--- config.mk ---
export PLATFORM = sky130hd
export DESIGN_NAME = qracc_seq_ctrl
export DESIGN_NICKNAME = d
export VERILOG_FILES = /design/src/rtl/qracc_seq_ctrl.sv
export SDC_FILE = /design/constraint.sdc
export NUM_CORES = 1
export LEC_CHECK = 0
export BUFFER_PORTS_ARGS = -buffer_cell sky130_fd_sc_hd__buf_2
export CAP_MARGIN = 5
export CORE_ASPECT_RATIO = 0.9
export CORE_MARGIN = 3
export CORE_UTILIZATION = 54
export DETAILED_ROUTE_END_ITERATION = 10
export GPL_ROUTABILITY_DRIVEN = 0
export HOLD_SLACK_MARGIN = 0.05
export PLACE_DENSITY = 0.73
export SYNTH_ARGS = -nofsm -noshare
export SYNTH_HDL_FRONTEND = slang
export SYNTH_SLANG_ARGS = --single-unit
export TNS_END_PERCENT = 1
--- constraint.sdc ---
create_clock -name clk -period 13.6 [get_ports clk]
set_input_delay 0.68 -clock clk [delete_from_list [all_inputs] [get_ports clk]]
set_output_delay 0.68 -clock clk [all_outputs]
set_load 0.03 [all_outputs]
--- src/rtl/qracc_seq_ctrl.sv ---
`default_nettype none
// ============================================================================
// Module      : qracc_seq_ctrl
// Description : Run sequencer for the QRAcc datapath. On START it snapshots
//               the output fmap size, strides and input bit count, then walks
//               bit-plane (innermost), x, y, offering one datapath step per
//               position. It waits for the datapath to drain and pulses done.
//               Optional macro QRACC_SEQ_PERF_EN adds busy/stall counters.
// Revision    : 1.0 - initial release
// ============================================================================

package qracc_pkg;
  // CSR configuration image; only the fields used by the sequencer are listed
  typedef struct packed {
    logic [15:0] output_fmap_dimx;
    logic [15:0] output_fmap_dimy;
    logic [15:0] stride_x;
    logic [15:0] stride_y;
    logic [7:0]  n_input_bits_cfg;
  } qracc_config_t;
endpackage

module qracc_seq_ctrl
  import qracc_pkg::*;
#(
  parameter int DIM_W = 16,
  parameter int BIT_W = 4
) (
  input  logic             clk,
  input  logic             nrst,
  input  logic [2:0]       trigger_i,
  input  logic             clear_i,
  input  qracc_config_t    cfg_i,
  output logic             step_valid_o,
  input  logic             step_ready_i,
  output logic [DIM_W-1:0] ofmap_x_o,
  output logic [DIM_W-1:0] ofmap_y_o,
  output logic [DIM_W-1:0] ifmap_x_o,
  output logic [DIM_W-1:0] ifmap_y_o,
  output logic [BIT_W-1:0] bit_idx_o,
  input  logic             dp_idle_i,
  output logic             busy_o,
  output logic             done_o,
  output logic [3:0]       state_o,
  output logic [31:0]      perf_cycles_o,
  output logic [31:0]      perf_stalls_o
);

  typedef enum logic [3:0] {
    ST_IDLE    = 4'd0,
    ST_COMPUTE = 4'd1,
    ST_DRAIN   = 4'd2,
    ST_DONE    = 4'd3
  } state_t;

  localparam logic [2:0] TRIG_START = 3'd1;
  // Largest representable bit-plane index; larger bit counts clamp to it
  localparam logic [7:0] NB_CLAMP   = 8'((1 << BIT_W) - 1);

  state_t           state_q, state_d;
  logic [DIM_W-1:0] dimx_q, dimx_d, dimy_q, dimy_d;
  logic [DIM_W-1:0] stride_x_q, stride_x_d, stride_y_q, stride_y_d;
  logic [BIT_W-1:0] bit_last_q, bit_last_d;
  logic [DIM_W-1:0] x_q, x_d, y_q, y_d;
  logic [BIT_W-1:0] bit_q, bit_d;

  logic             start;
  logic [DIM_W-1:0] dimx_n, dimy_n;
  logic [7:0]       nb_m1;

  assign start  = (state_q == ST_IDLE) && (trigger_i == TRIG_START) && !clear_i;
  assign dimx_n = DIM_W'(cfg_i.output_fmap_dimx);
  assign dimy_n = DIM_W'(cfg_i.output_fmap_dimy);
  assign nb_m1  = (cfg_i.n_input_bits_cfg == 8'd0) ? 8'd0 : cfg_i.n_input_bits_cfg - 8'd1;

  // Next-state, snapshot capture and position walk; clear overrides all
  always_comb begin
    state_d    = state_q;
    dimx_d     = dimx_q;
    dimy_d     = dimy_q;
    stride_x_d = stride_x_q;
    stride_y_d = stride_y_q;
    bit_last_d = bit_last_q;
    x_d        = x_q;
    y_d        = y_q;
    bit_d      = bit_q;
    case (state_q)
      ST_IDLE: begin
        if (trigger_i == TRIG_START) begin
          dimx_d     = dimx_n;
          dimy_d     = dimy_n;
          stride_x_d = (cfg_i.stride_x == 16'd0) ? DIM_W'(1) : DIM_W'(cfg_i.stride_x);
          stride_y_d = (cfg_i.stride_y == 16'd0) ? DIM_W'(1) : DIM_W'(cfg_i.stride_y);
          bit_last_d = (nb_m1 > NB_CLAMP) ? {BIT_W{1'b1}} : BIT_W'(nb_m1);
          x_d        = '0;
          y_d        = '0;
          bit_d      = '0;
          state_d    = ((dimx_n == '0) || (dimy_n == '0)) ? ST_DONE : ST_COMPUTE;
        end
      end
      ST_COMPUTE: begin
        if (step_ready_i) begin
          if (bit_q == bit_last_q) begin
            bit_d = '0;
            if (x_q == dimx_q - DIM_W'(1)) begin
              x_d = '0;
              if (y_q == dimy_q - DIM_W'(1)) begin
                y_d     = '0;
                state_d = ST_DRAIN;
              end else begin
                y_d = y_q + DIM_W'(1);
              end
            end else begin
              x_d = x_q + DIM_W'(1);
            end
          end else begin
            bit_d = bit_q + BIT_W'(1);
          end
        end
      end
      ST_DRAIN: begin
        if (dp_idle_i) state_d = ST_DONE;
      end
      ST_DONE: state_d = ST_IDLE;
      default: state_d = ST_IDLE;
    endcase
    if (clear_i) begin
      state_d = ST_IDLE;
      x_d     = '0;
      y_d     = '0;
      bit_d   = '0;
    end
  end

  // State, snapshot and position registers
  always_ff @(posedge clk or negedge nrst) begin
    if (!nrst) begin
      state_q    <= ST_IDLE;
      dimx_q     <= '0;
      dimy_q     <= '0;
      stride_x_q <= '0;
      stride_y_q <= '0;
      bit_last_q <= '0;
      x_q        <= '0;
      y_q        <= '0;
      bit_q      <= '0;
    end else begin
      state_q    <= state_d;
      dimx_q     <= dimx_d;
      dimy_q     <= dimy_d;
      stride_x_q <= stride_x_d;
      stride_y_q <= stride_y_d;
      bit_last_q <= bit_last_d;
      x_q        <= x_d;
      y_q        <= y_d;
      bit_q      <= bit_d;
    end
  end

  assign step_valid_o = (state_q == ST_COMPUTE);
  assign busy_o       = (state_q == ST_COMPUTE) || (state_q == ST_DRAIN);
  assign done_o       = (state_q == ST_DONE);
  assign state_o      = state_q;
  assign ofmap_x_o    = x_q;
  assign ofmap_y_o    = y_q;
  assign bit_idx_o    = bit_q;
  assign ifmap_x_o    = DIM_W'(x_q * stride_x_q);
  assign ifmap_y_o    = DIM_W'(y_q * stride_y_q);

`ifdef QRACC_SEQ_PERF_EN
  logic [31:0] perf_cycles_q, perf_cycles_d, perf_stalls_q, perf_stalls_d;

  // Saturating busy/stall counters, restarted by each START
  always_comb begin
    perf_cycles_d = perf_cycles_q;
    perf_stalls_d = perf_stalls_q;
    if (start) begin
      perf_cycles_d = '0;
      perf_stalls_d = '0;
    end else begin
      if (busy_o && (perf_cycles_q != 32'hFFFF_FFFF))
        perf_cycles_d = perf_cycles_q + 32'd1;
      if (step_valid_o && !step_ready_i && (perf_stalls_q != 32'hFFFF_FFFF))
        perf_stalls_d = perf_stalls_q + 32'd1;
    end
  end

  // Performance counter registers
  always_ff @(posedge clk or negedge nrst) begin
    if (!nrst) begin
      perf_cycles_q <= '0;
      perf_stalls_q <= '0;
    end else begin
      perf_cycles_q <= perf_cycles_d;
      perf_stalls_q <= perf_stalls_d;
    end
  end

  assign perf_cycles_o = perf_cycles_q;
  assign perf_stalls_o = perf_stalls_q;
`else
  assign perf_cycles_o = 32'd0;
  assign perf_stalls_o = 32'd0;
`endif

endmodule
`default_nettype wire

==> impl_metrics.json, run 1 <==
{
  "cts.sinks": 106,
  "report.final.slew_viol_count": 0,
  "clk_latency_ps": 350,
  "synth.distinct_cells": 70,
  "p_per_area_nw_per_um2": 98.6,
  "rr_worst_depth": 10,
  "firstDrtPassIters": 6,
  "layout_min_cycle_time_ps": 6660,
  "regToRegSetupSlack_ps": 10080,
  "fp-row-count": 56,
  "grt_pass1_vias": 11484,
  "synth_cells": 1755,
  "syn-cell-area_sq_um": 14600,
  "htreeDepth": 3,
  "port_buffers": 152,
  "slew-limit-headroom": 0.329,
  "die_w_microns": 179,
  "cp_data_required_time_ps": 12920,
  "final_net_count": 2186,
  "finalInstanceArea_sq_um": 15600,
  "status": "finished clean",
  "dpl_cell_area_sq_um": 15200,
  "maxCapViolations": 0,
  "worst_slew_pin_slew_ps": 982,
  "async_flop_share": 1.00,
  "ir_drop_mv": 0.0972,
  "max_freq_mhz": 150,
  "cts_buffer_depth": 2,
  "synth_area_leaders": "fa_1, dfrtp_1, nand2_1",
  "cts_made_buffers": 9,
  "grt_overflow_total": 0,
  "wl_per_cell_microns": 16.2,
  "wl_met1_microns": 16500,
  "path_class": "register to primary output",
  "initial_utilization": 0.554,
  "hold_class": "input port to async pin",
  "grt_pass1_wl_microns": 58700,
  "p_total_w": 0.00153,
  "setup-tns-final_ps": 0,
  "r2r-end": "ofmap_y_o[10]",
  "syn_avg_cell_area_sq_um": 8.32,
  "area_growth_pct": 6.61,
  "drt_iter0_drc": 910,
  "num_vias": 11696,
  "clock_skew_ps": 11.7,
  "root_buffer": "clkbuf_16",
  "grt_max_degree": 72,
  "synth_seq_cells": 106,
  "antenna_cells": 0,
  "period_share": 0.490,
  "worstPathArrival_ps": 5980,
  "start_kind": "register",
  "timing.rr.start": "dimy_q[0]",
  "cts_tree": "done",
  "synth.largest_area_cell": "fa_1",
  "path_clk_slew_ps": 70,
  "routed.top_layer": "met4",
  "drcViolationCount": 0,
  "postCtsHoldBufs": 0,
  "antenna_found_initial": 0,
  "die_y_microns": 162,
  "viasPerCell": 5.34,
  "drt_wl_total_microns": 35500,
  "synth_edf_count": 0,
  "synth_flop_cell": "dfrtp_1",
  "end_kind": "primary output",
  "worstPathMaxFanout": 19,
  "wl_met2_microns": 15300,
  "cts_setup_buffers": 0,
  "p_leak_nw": 7.94,
  "yosysWarnings": 0,
  "synth_top_area_share": 0.219,
  "yosysSeqAreaShare": 0.182,
  "rsz0062_at_grt": "false",
  "core_area_sq_um": 26300,
  "dr_wl_met3_microns": 3010,
  "final_hold_viol_count": 0,
  "setup_viol": 0,
  "hold_ws_ps": 308,
  "dieArea_sq_um": 29000,
  "cts_resized": 0,
  "ios": 219,
  "antenna_left": 0,
  "final_layout_size_suffix_gt1_frac": 0.113,
  "grt_use_total": 0.251,
  "hpwl_microns": 28100
}
==> final cells by class <==
class | instances | area (sq um)
Inverter | 247 | 927
Sequential cell | 106 | 2650
Fill cell | 2367 | 10800
Clock buffer | 11 | 253
Tap cell | 348 | 435
Multi-Input combinational cell | 1315 | 10400
Clock inverter | 5 | 61.3
Timing Repair Buffer | 159 | 816
==> power by group <==
| group | leakage, nW | switching [W] | total (W) | internal [W] |
|---|---|---|---|---|
| clock network | 0.156 | 0.000124 | 0.000278 | 0.000154 |
| logic | 6.41 | 0.000364 | 0.000603 | 0.000239 |
| registers | 1.37 | 0.000237 | 0.000653 | 0.000417 |
==> logic make-up (layout without fill, tap and decap cells) <==
kind of cell	after synthesis	count (layout)	synth area share
fa+ha+maj	268	268	0.312
compound gates	152	152	0.0726
buf+inv	399	422	0.122
xor+xnor	133	133	0.0798
flops	106	106	0.182
simple gates	685	685	0.224
other cells	1	66	0.000257
mux	11	11	0.00806
==> flip-flops by register name (all words and copies together), names as in the netlist <==
name,cells
dimx_q,16
ofmap_x_o,16
bit_idx_o,4
stride_y_q,16
stride_x_q,16
dimy_q,16
bit_last_q,4
state_o,2
ofmap_y_o,16
==> stage by stage <==
| step | instances | utilization | setup WS, ps |
|---|---|---|---|
| finish | 2191 | 0.591 | 6940 |
| global route | 2191 | 0.591 | 6740 |
| CTS | 2191 | 0.591 | 6930 |
| detailed placement | 2175 | 0.579 | 7310 |
| global placement | 2175 | 0.579 | 7550 |
| floorplan | 1820 | - | 7390 |
==> how the worst max path moves through the flow <==
stage	start	end	slack, ps	cells past startpoint
finish	ofmap_y_o[5]	ifmap_y_o[15]	6940	17
floorplan	ofmap_y_o[7]	ifmap_y_o[15]	7390	18
CTS	ofmap_y_o[5]	ifmap_y_o[15]	6930	17
detailed placement	ofmap_y_o[5]	ifmap_y_o[15]	7310	17
global route	ofmap_y_o[5]	ifmap_y_o[15]	6740	17
global placement	ofmap_y_o[5]	ifmap_y_o[15]	7550	17
==> layer usage <==
metal / vias up / global-route usage
met5: - / 0
met4: 0 / 0.0580
met3: 44 / 0.0400
met2: 496 / 0.372
met1: 5617 / 0.387
li1: 5539 / -
==> cell usage after synthesis, types with 4 or more instances <==
cell type / number
nor2_1: 56
nor4_1: 24
or3_1: 6
nand4b_1: 4
nand2b_1: 8
a2111oi_0: 6
o22ai_1: 14
xnor2_1: 99
nand2_1: 367
ha_1: 108
dfrtp_1: 106
nor2b_1: 14
mux2i_1: 5
and2_1: 113
or2_2: 4
a22o_1: 13
o2bb2ai_1: 4
xor2_1: 34
nand3_1: 19
clkbuf_1: 72
nor3_1: 22
o21bai_1: 5
fa_1: 160
a41oi_1: 4
and3_1: 18
o21a_1: 5
a21oi_1: 30
a21o_1: 7
buf_2: 5
buf_4: 69
a31o_2: 4
o21ai_0: 30
inv_1: 247
nand4_1: 8
buf_1: 4
mux2_2: 6
o211ai_1: 7
==> cells in the final DEF (no fill, tap or decap), types with 6 or more instances in the layout <==
master     instances
a21o_1             7
nand4_1            8
ha_1             108
or3_1              6
a22o_1            13
nand3_1           18
xor2_1            34
buf_4              8
clkbuf_16          9
nor3_1            22
fa_1             160
o21ai_0           30
nand2b_1           8
a2111oi_0          6
buf_2            151
dfrtp_1          106
nor2_1            56
nor2b_1           14
nand2_1          367
xnor2_1           99
conb_1            66
inv_1            247
a21oi_1           30
mux2_2             6
and2_1           113
o22ai_1           14
o211ai_1           7
nor4_1            24
and3_1            17
==> critical path, stage by stage, from the launching register on <==
cell     delay [ps]
dfrtp_1         800
nand2_1         170
fa_1            520
fa_1            500
inv_1            50
fa_1            490
inv_1            50
fa_1            560
fa_1            430
fa_1            490
inv_1            40
ha_1            340
and2_1          170
o21ai_0         130
o21ai_0         140
o41ai_1         360
xnor2_1         160
buf_2           210
Power figures use the tool's default switching activity.
==> inputs of run 2 (changes only) <==
--- a/config.mk
+++ b/config.mk
@@ -5,6 +5,7 @@
 export SDC_FILE = /design/constraint.sdc
 export NUM_CORES = 1
 export LEC_CHECK = 0
+export ABC_AREA = 1
 export BUFFER_PORTS_ARGS = -buffer_cell sky130_fd_sc_hd__buf_2
 export CAP_MARGIN = 5
 export CORE_ASPECT_RATIO = 0.9
@@ -13,7 +14,7 @@
 export DETAILED_ROUTE_END_ITERATION = 10
 export GPL_ROUTABILITY_DRIVEN = 0
 export HOLD_SLACK_MARGIN = 0.05
-export PLACE_DENSITY = 0.73
+export PLACE_DENSITY = 0.76
 export SYNTH_ARGS = -nofsm -noshare
 export SYNTH_HDL_FRONTEND = slang
 export SYNTH_SLANG_ARGS = --single-unit
==> constraint.sdc (replaced) <==
create_clock -name clk -period 5.9 [get_ports clk]
set_input_delay 0.295 -clock clk [delete_from_list [all_inputs] [get_ports clk]]
set_output_delay 0.295 -clock clk [all_outputs]
set_load 0.03 [all_outputs]
==> run 2 against run 1 <==
Setup slack worse by 6800 ps. Die area up 5.1%. Synthesized area up 5.3%. Global-route usage up 1.2 points. Non-clock buffer count up 81.
==> impl_metrics.json, run 2 <==
{
  "status": "finished clean",
  "final_layout_size_suffix_gt1_frac": 0.150,
  "num_vias": 13830,
  "hpwl_microns": 31800,
  "rsz0062_at_grt": "true",
  "htreeDepth": 3,
  "grt_max_degree": 77,
  "max_freq_mhz": 174,
  "setup_viol": 0,
  "antenna_cells": 0,
  "grt_pass1_vias": 13206,
  "synth_top_area_share": 0.208,
  "p_int_w": 0.00220,
  "cts_tree": "done",
  "busiest_layer": "met1",
  "final_cell_mix": "nand2_1, inv_1, fa_1, buf_2, nor2_1",
  "yosysWarnings": 0,
  "synth_area_leaders": "fa_1, dfrtp_1, nand2_1",
  "grt_pass1_wl_microns": 65800,
  "grt_use_total": 0.263,
  "dpl_cell_area_sq_um": 16200,
  "cts.sinks": 106,
  "power.clock.fraction": 0.154,
  "hold_ws_ps": 142,
  "grt_use_met3": 0.0451,
  "wl_per_cell_microns": 15.3,
  "firstDrtPassIters": 6,
  "final_net_count": 2681,
  "synth_flop_cell": "dfrtp_1",
  "syn_avg_cell_area_sq_um": 7.09,
  "worst_slew_pin_slew_ps": 862,
  "synth_cells": 2167,
  "antenna_left": 0,
  "synth_edf_count": 0,
  "grt_overflow_total": 0,
  "synth.distinct_cells": 44,
  "drt_iter0_drc": 1136,
  "die_w_microns": 184,
  "worstPathArrival_ps": 5440,
  "worstPathMaxFanout": 8,
  "seq_power_share": 0.327,
  "ys_top_cells_by_count": "nand2_1, inv_1, fa_1",
  "p_leak_nw": 9.98,
  "mostFrequentLayoutCell": "nand2_1",
  "p_comb_frac": 0.518,
  "p_per_area_nw_per_um2": 261,
  "viasPerCell": 5.14,
  "grt_util_met1": 0.397,
  "cp_data_required_time_ps": 5610,
  "async_flop_share": 1.00,
  "die_y_microns": 166,
  "area_growth_pct": 11.4,
  "swShare": 0.509,
  "synth.largest_area_cell": "fa_1",
  "finalInstanceArea_sq_um": 17100,
  "maxCapViolations": 0,
  "syn-cell-area_sq_um": 15400,
  "grt_util_met2": 0.396,
  "antenna_found_initial": 0,
  "report.final.slew_viol_count": 0,
  "core_area_sq_um": 27500,
  "synth_seq_cells": 106,
  "slew-limit-headroom": 0.425,
  "dp_cells": 2622,
  "port_buffers": 152,
  "layout_min_cycle_time_ps": 5730,
  "clk_latency_ps": 370,
  "hold_class": "input port to register",
  "clock_skew_ps": 11.4,
  "cts_buffer_depth": 2,
  "synth_most_common_cell": "nand2_1",
  "ios": 219,
  "drcViolationCount": 0,
  "p_sw_w": 0.00227,
  "drt_wl_total_microns": 41100,
  "dieArea_sq_um": 30500,
  "ir_drop_mv": 0.200,
  "fin_cells": 2692,
  "root_buffer": "clkbuf_16",
  "cts_made_buffers": 9,
  "path_class": "register to primary output",
  "final_hold_viol_count": 0,
  "path_clk_slew_ps": 80,
  "period_share": 0.971,
  "start_kind": "register",
  "initial_utilization": 0.558,
  "setup-tns-final_ps": 0,
  "yosysSeqAreaShare": 0.173,
  "end_kind": "primary output",
  "fp-row-count": 57
}
==> run 2: changes by cell type in the layout (fill, tap and decap cells not counted), moves of 64 or more <==
cell     change
nand2_1    +305
inv_1      +219
and2_1     -113
buf_4       +75
xnor2_1     -64
==> run 2: final timing paths <==
check                               startpoint  depth (start not counted)        endpoint  slack [ps]
worst max-delay path              ofmap_y_o[8]                         20   ifmap_y_o[14]         170
worst min-delay path                 cfg_i[16]                          3   stride_y_q[8]         140
worst max register to register      state_o[1]                         13   ofmap_x_o[15]        3140
worst min register to register  stride_x_q[15]                          2  stride_x_q[15]         490
max in group asynchronous                 nrst                          3    ofmap_x_o[7]        4110
min in group asynchronous                 nrst                          2      dimy_q[10]         460
==> run 2: cell type report <==
type	count	area [sq um]
Fill cell	2436	10400
Tap cell	354	443
Timing Repair Buffer	240	1460
Clock buffer	11	243
Clock inverter	5	86.3
Inverter	473	1780
Sequential cell	106	2700
Multi-Input combinational cell	1503	10400
==> run 2: stage by stage <==
stage	setup WS (ps)	utilization	power [W]
2_1_floorplan	295	-	0.00297
3_3_place_gp	345	0.587	0.00347
3_5_place_dp	284	0.587	0.00354
4_1_cts	15.3	0.600	0.00424
5_1_grt	-79.3	0.622	0.00482
6_report	168	0.622	0.00447
==> run 2: layer usage <==
layer / up-vias / wire, microns
li1: 6611 / -
met1: 6515 / 18600
met2: 653 / 18000
met3: 51 / 3710
met4: 0 / 719
met5: - / 0
==> run 2: power by group through the flow <==
stage / registers, W / logic (W) / clock network, W
after CTS: 0.00148 / 0.00206 / 0.000692
final: 0.00146 / 0.00232 / 0.000690
after global routing: 0.00150 / 0.00260 / 0.000723
after detailed placement: 0.00149 / 0.00205 / 0
after global placement: 0.00148 / 0.00199 / 0
after floorplan: 0.00121 / 0.00175 / 0
==> run 2: critical path, stage by stage, from the launching register on <==
cell and delay, ps:
dfrtp_2 470, buf_4 200, nand2_1 60, inv_1 60, fa_1 510, inv_1 50, fa_1 470, inv_1 60
fa_1 480, fa_1 510, fa_1 520, inv_1 60, fa_1 480, inv_1 70, ha_4 290, nand2_1 70
nor2_1 150, nand3_1 110, o2111ai_1 130, xor2_1 160, buf_4 170
==> run 2: cell families (layout without fill, tap and decap cells) <==
kind of cell | after synthesis | in the layout | synth area share
AOI/OAI and AO/OA | 112 | 112 | 0.0401
xor gates and xnor gates | 100 | 100 | 0.0570
adders and majority gates | 268 | 268 | 0.296
buffers and inverters | 623 | 729 | 0.176
DFF | 106 | 106 | 0.173
other | 1 | 66 | 0.000244
and+or+nand+nor | 957 | 957 | 0.258
==> run 2: timing repair <==
item | CTS | global route
resized for setup | 18 | 65
endpoints found under the hold margin | 40 | 0
hold buffers | 1 | 0
pin swaps | 0 | 13
setup buffers | 0 | 53
setup endpoints to repair | 3 | 7
==> inputs of run 3 (changes only) <==
--- a/config.mk
+++ b/config.mk
@@ -5,7 +5,7 @@
 export SDC_FILE = /design/constraint.sdc
 export NUM_CORES = 1
 export LEC_CHECK = 0
-export ABC_AREA = 1
+export ABC_AREA = 0
 export BUFFER_PORTS_ARGS = -buffer_cell sky130_fd_sc_hd__buf_2
 export CAP_MARGIN = 5
 export CORE_ASPECT_RATIO = 0.9
==> run 3 against run 2 <==
Non-clock buffer count decreased by 10. Sequential cell count unchanged. Combinational power down 31%. Via count fell by 13%. Total power decreased by 18%. Hold slack lost 3.8 ps. Fmax down 1.2%. Sequential share of layout area rose by 0.87 points. First-iteration DRC count is 32% lower. Cell count is 16% lower. Cell area is 5.3% lower. Die area is 4.9% lower.
==> impl_metrics.json, run 3 (synthesized netlist as in run 1, its figures left out) <==
{
  "rsz0062_at_grt": "true",
  "worstPathMaxFanout": 11,
  "layout_min_cycle_time_ps": 5800,
  "drt_iter0_drc": 775,
  "final_cell_mix": "nand2_1, inv_1, fa_1, buf_2, and2_1",
  "dp_cells": 2205,
  "hpwl_microns": 29000,
  "maxCapViolations": 0,
  "end_kind": "primary output",
  "report.final.slew_viol_count": 0,
  "cts_tree": "done",
  "p_sw_w": 0.00168,
  "r2r-end": "ofmap_y_o[1]",
  "start_kind": "register",
  "path_class": "register to primary output",
  "die_y_microns": 162,
  "antenna_found_initial": 0,
  "clk_latency_ps": 360,
  "viasPerCell": 5.34,
  "drt_wl_total_microns": 36800,
  "status": "finished clean",
  "pre_cts_slack_ps": 230,
  "cts_buffer_depth": 2,
  "drcViolationCount": 0,
  "root_buffer": "clkbuf_16",
  "p_leak_nw": 8.29,
  "grt_pass1_wl_microns": 58300,
  "cpMostUsedCell": "fa_1",
  "antenna_cells": 0,
  "setup_viol": 0,
  "p_comb_frac": 0.435,
  "initial_utilization": 0.554,
  "startpoint": "stride_y_q[1]",
  "hold_depth": 3,
  "p_int_w": 0.00197,
  "max_freq_mhz": 172,
  "dpl_cell_area_sq_um": 15500,
  "area_growth_pct": 11.1,
  "wl_per_cell_microns": 16.3,
  "grt_max_degree": 73,
  "fin_ws_ps": 101,
  "worstPathArrival_ps": 5500,
  "grt_overflow_total": 0,
  "swShare": 0.459,
  "power.clock.fraction": 0.171,
  "port_buffers": 152,
  "fillers": 2295,
  "clock_skew_ps": 12.8,
  "regToRegSetupSlack_ps": 2220,
  "hold_start": "cfg_i[22]",
  "dieArea_sq_um": 29000,
  "slew-limit-headroom": 0.340,
  "fin_cells": 2262,
  "final_layout_size_suffix_gt1_frac": 0.171,
  "finalInstanceArea_sq_um": 16200,
  "cts_made_buffers": 9,
  "ir_drop_mv": 0.205,
  "antenna_left": 0,
  "die_w_microns": 179,
  "worst_slew_pin_slew_ps": 966,
  "grt_use_total": 0.249,
  "min_to": "stride_y_q[14]",
  "cts.sinks": 106,
  "timing.rr.start": "state_o[0]",
  "firstDrtPassIters": 5,
  "htreeDepth": 3,
  "fp-row-count": 56,
  "seq_power_share": 0.394,
  "core_area_sq_um": 26300,
  "rr_worst_depth": 9,
  "period_share": 0.983,
  "final_net_count": 2257,
  "path_clk_slew_ps": 80,
  "final_hold_viol_count": 0,
  "mostFrequentLayoutCell": "nand2_1",
  "layout.area.seq_sq_um": 2690,
  "hold_class": "input port to register",
  "multiInputGateArea_sq_um": 10500,
  "grt_pass1_vias": 11723,
  "cp_data_required_time_ps": 5610,
  "crit_path_top_delay_cell": "fa_1",
  "cp_slowest_stage_delay_ps": 540,
  "ios": 219,
  "cp_cell_sequence": "buf_4 > and2_1 > fa_1 > inv_1 > fa_1 > fa_2 > fa_1 > fa_1 > fa_1 > inv_1 > ha_4 > and2_1 > o21ai_0 > o21ai_1 > o41ai_2 > xnor2_1 > buf_4",
  "num_vias": 12072,
  "p_per_area_nw_per_um2": 225
}
==> run 3: cell count changes in the layout (fill, tap and decap cells not counted), sizes merged, moves of 18 or more <==
cell   change
xnor2     +63
o21ai     -30
nand4     -23
xor2      -30
nand2    -317
inv      -225
nand3     -54
and2     +113
and3      +18
nor2      -64
==> run 3: final cells by class <==
cell class                      count  share of cell area
Timing Repair Buffer              230              0.0846
Clock inverter                      3             0.00293
Inverter                          247              0.0571
Tap cell                          348              0.0268
Sequential cell                   106               0.166
Multi-Input combinational cell   1315               0.647
Clock buffer                       13              0.0154
==> run 3: per-layer routing <==
layer | up-vias | part of all wire | track usage
met5 | - | 0 | 0
met4 | 0 | 0.022 | 0.0604
met3 | 64 | 0.079 | 0.0524
met2 | 471 | 0.45 | 0.383
met1 | 5836 | 0.45 | 0.361
li1 | 5701 | - | -
==> run 3: power by group through the flow <==
stage	registers (W)	clock network [W]	logic [W]
6_report	0.00144	0.000624	0.00159
5_1_grt	0.00148	0.000658	0.00176
2_1_floorplan	0.00119	0	0.00127
3_5_place_dp	0.00147	0	0.00139
4_1_cts	0.00145	0.000627	0.00142
3_3_place_gp	0.00145	0	0.00135
==> run 3: metrics by stage <==
stage	total power (W)	util	TNS (ps)	hold slack, ps
after floorplan	0.00246	-	0	-0.591
after global placement	0.00280	0.587	0	299
after detailed placement	0.00286	0.587	0	302
after CTS	0.00349	0.600	0	132
after global routing	0.00390	0.616	-233	131
final	0.00365	0.616	0	138
==> run 3: how the worst max path moves through the flow <==
stage	to	slack (ps)	depth (start not counted)
after detailed placement	ifmap_x_o[15]	230	18
after global routing	ifmap_y_o[15]	-110	17
after floorplan	ifmap_y_o[15]	80	18
after CTS	ifmap_x_o[15]	2	18
after global placement	ifmap_x_o[15]	380	18
final	ifmap_y_o[15]	100	17
==> run 3: repair_timing <==
item / 4_1_cts / 5_1_grt
pin swaps: 3 / 18
resized for setup: 14 / 52
buffers inserted: 1 / 39
endpoints found under the hold margin: 39 / 0
hold buffers: 1 / 0
endpoints found under the setup margin: 6 / 8
==> run 3: critical path, delay by kind of cell, from the launching register on <==
| kind | cells | cell delay, ps |
|---|---|---|
| compound gates | 3 | 640 |
| fa+ha+maj | 7 | 3090 |
| flops | 1 | 460 |
| xor+xnor | 1 | 160 |
| buf+inv | 4 | 480 |
| simple gates | 2 | 310 |
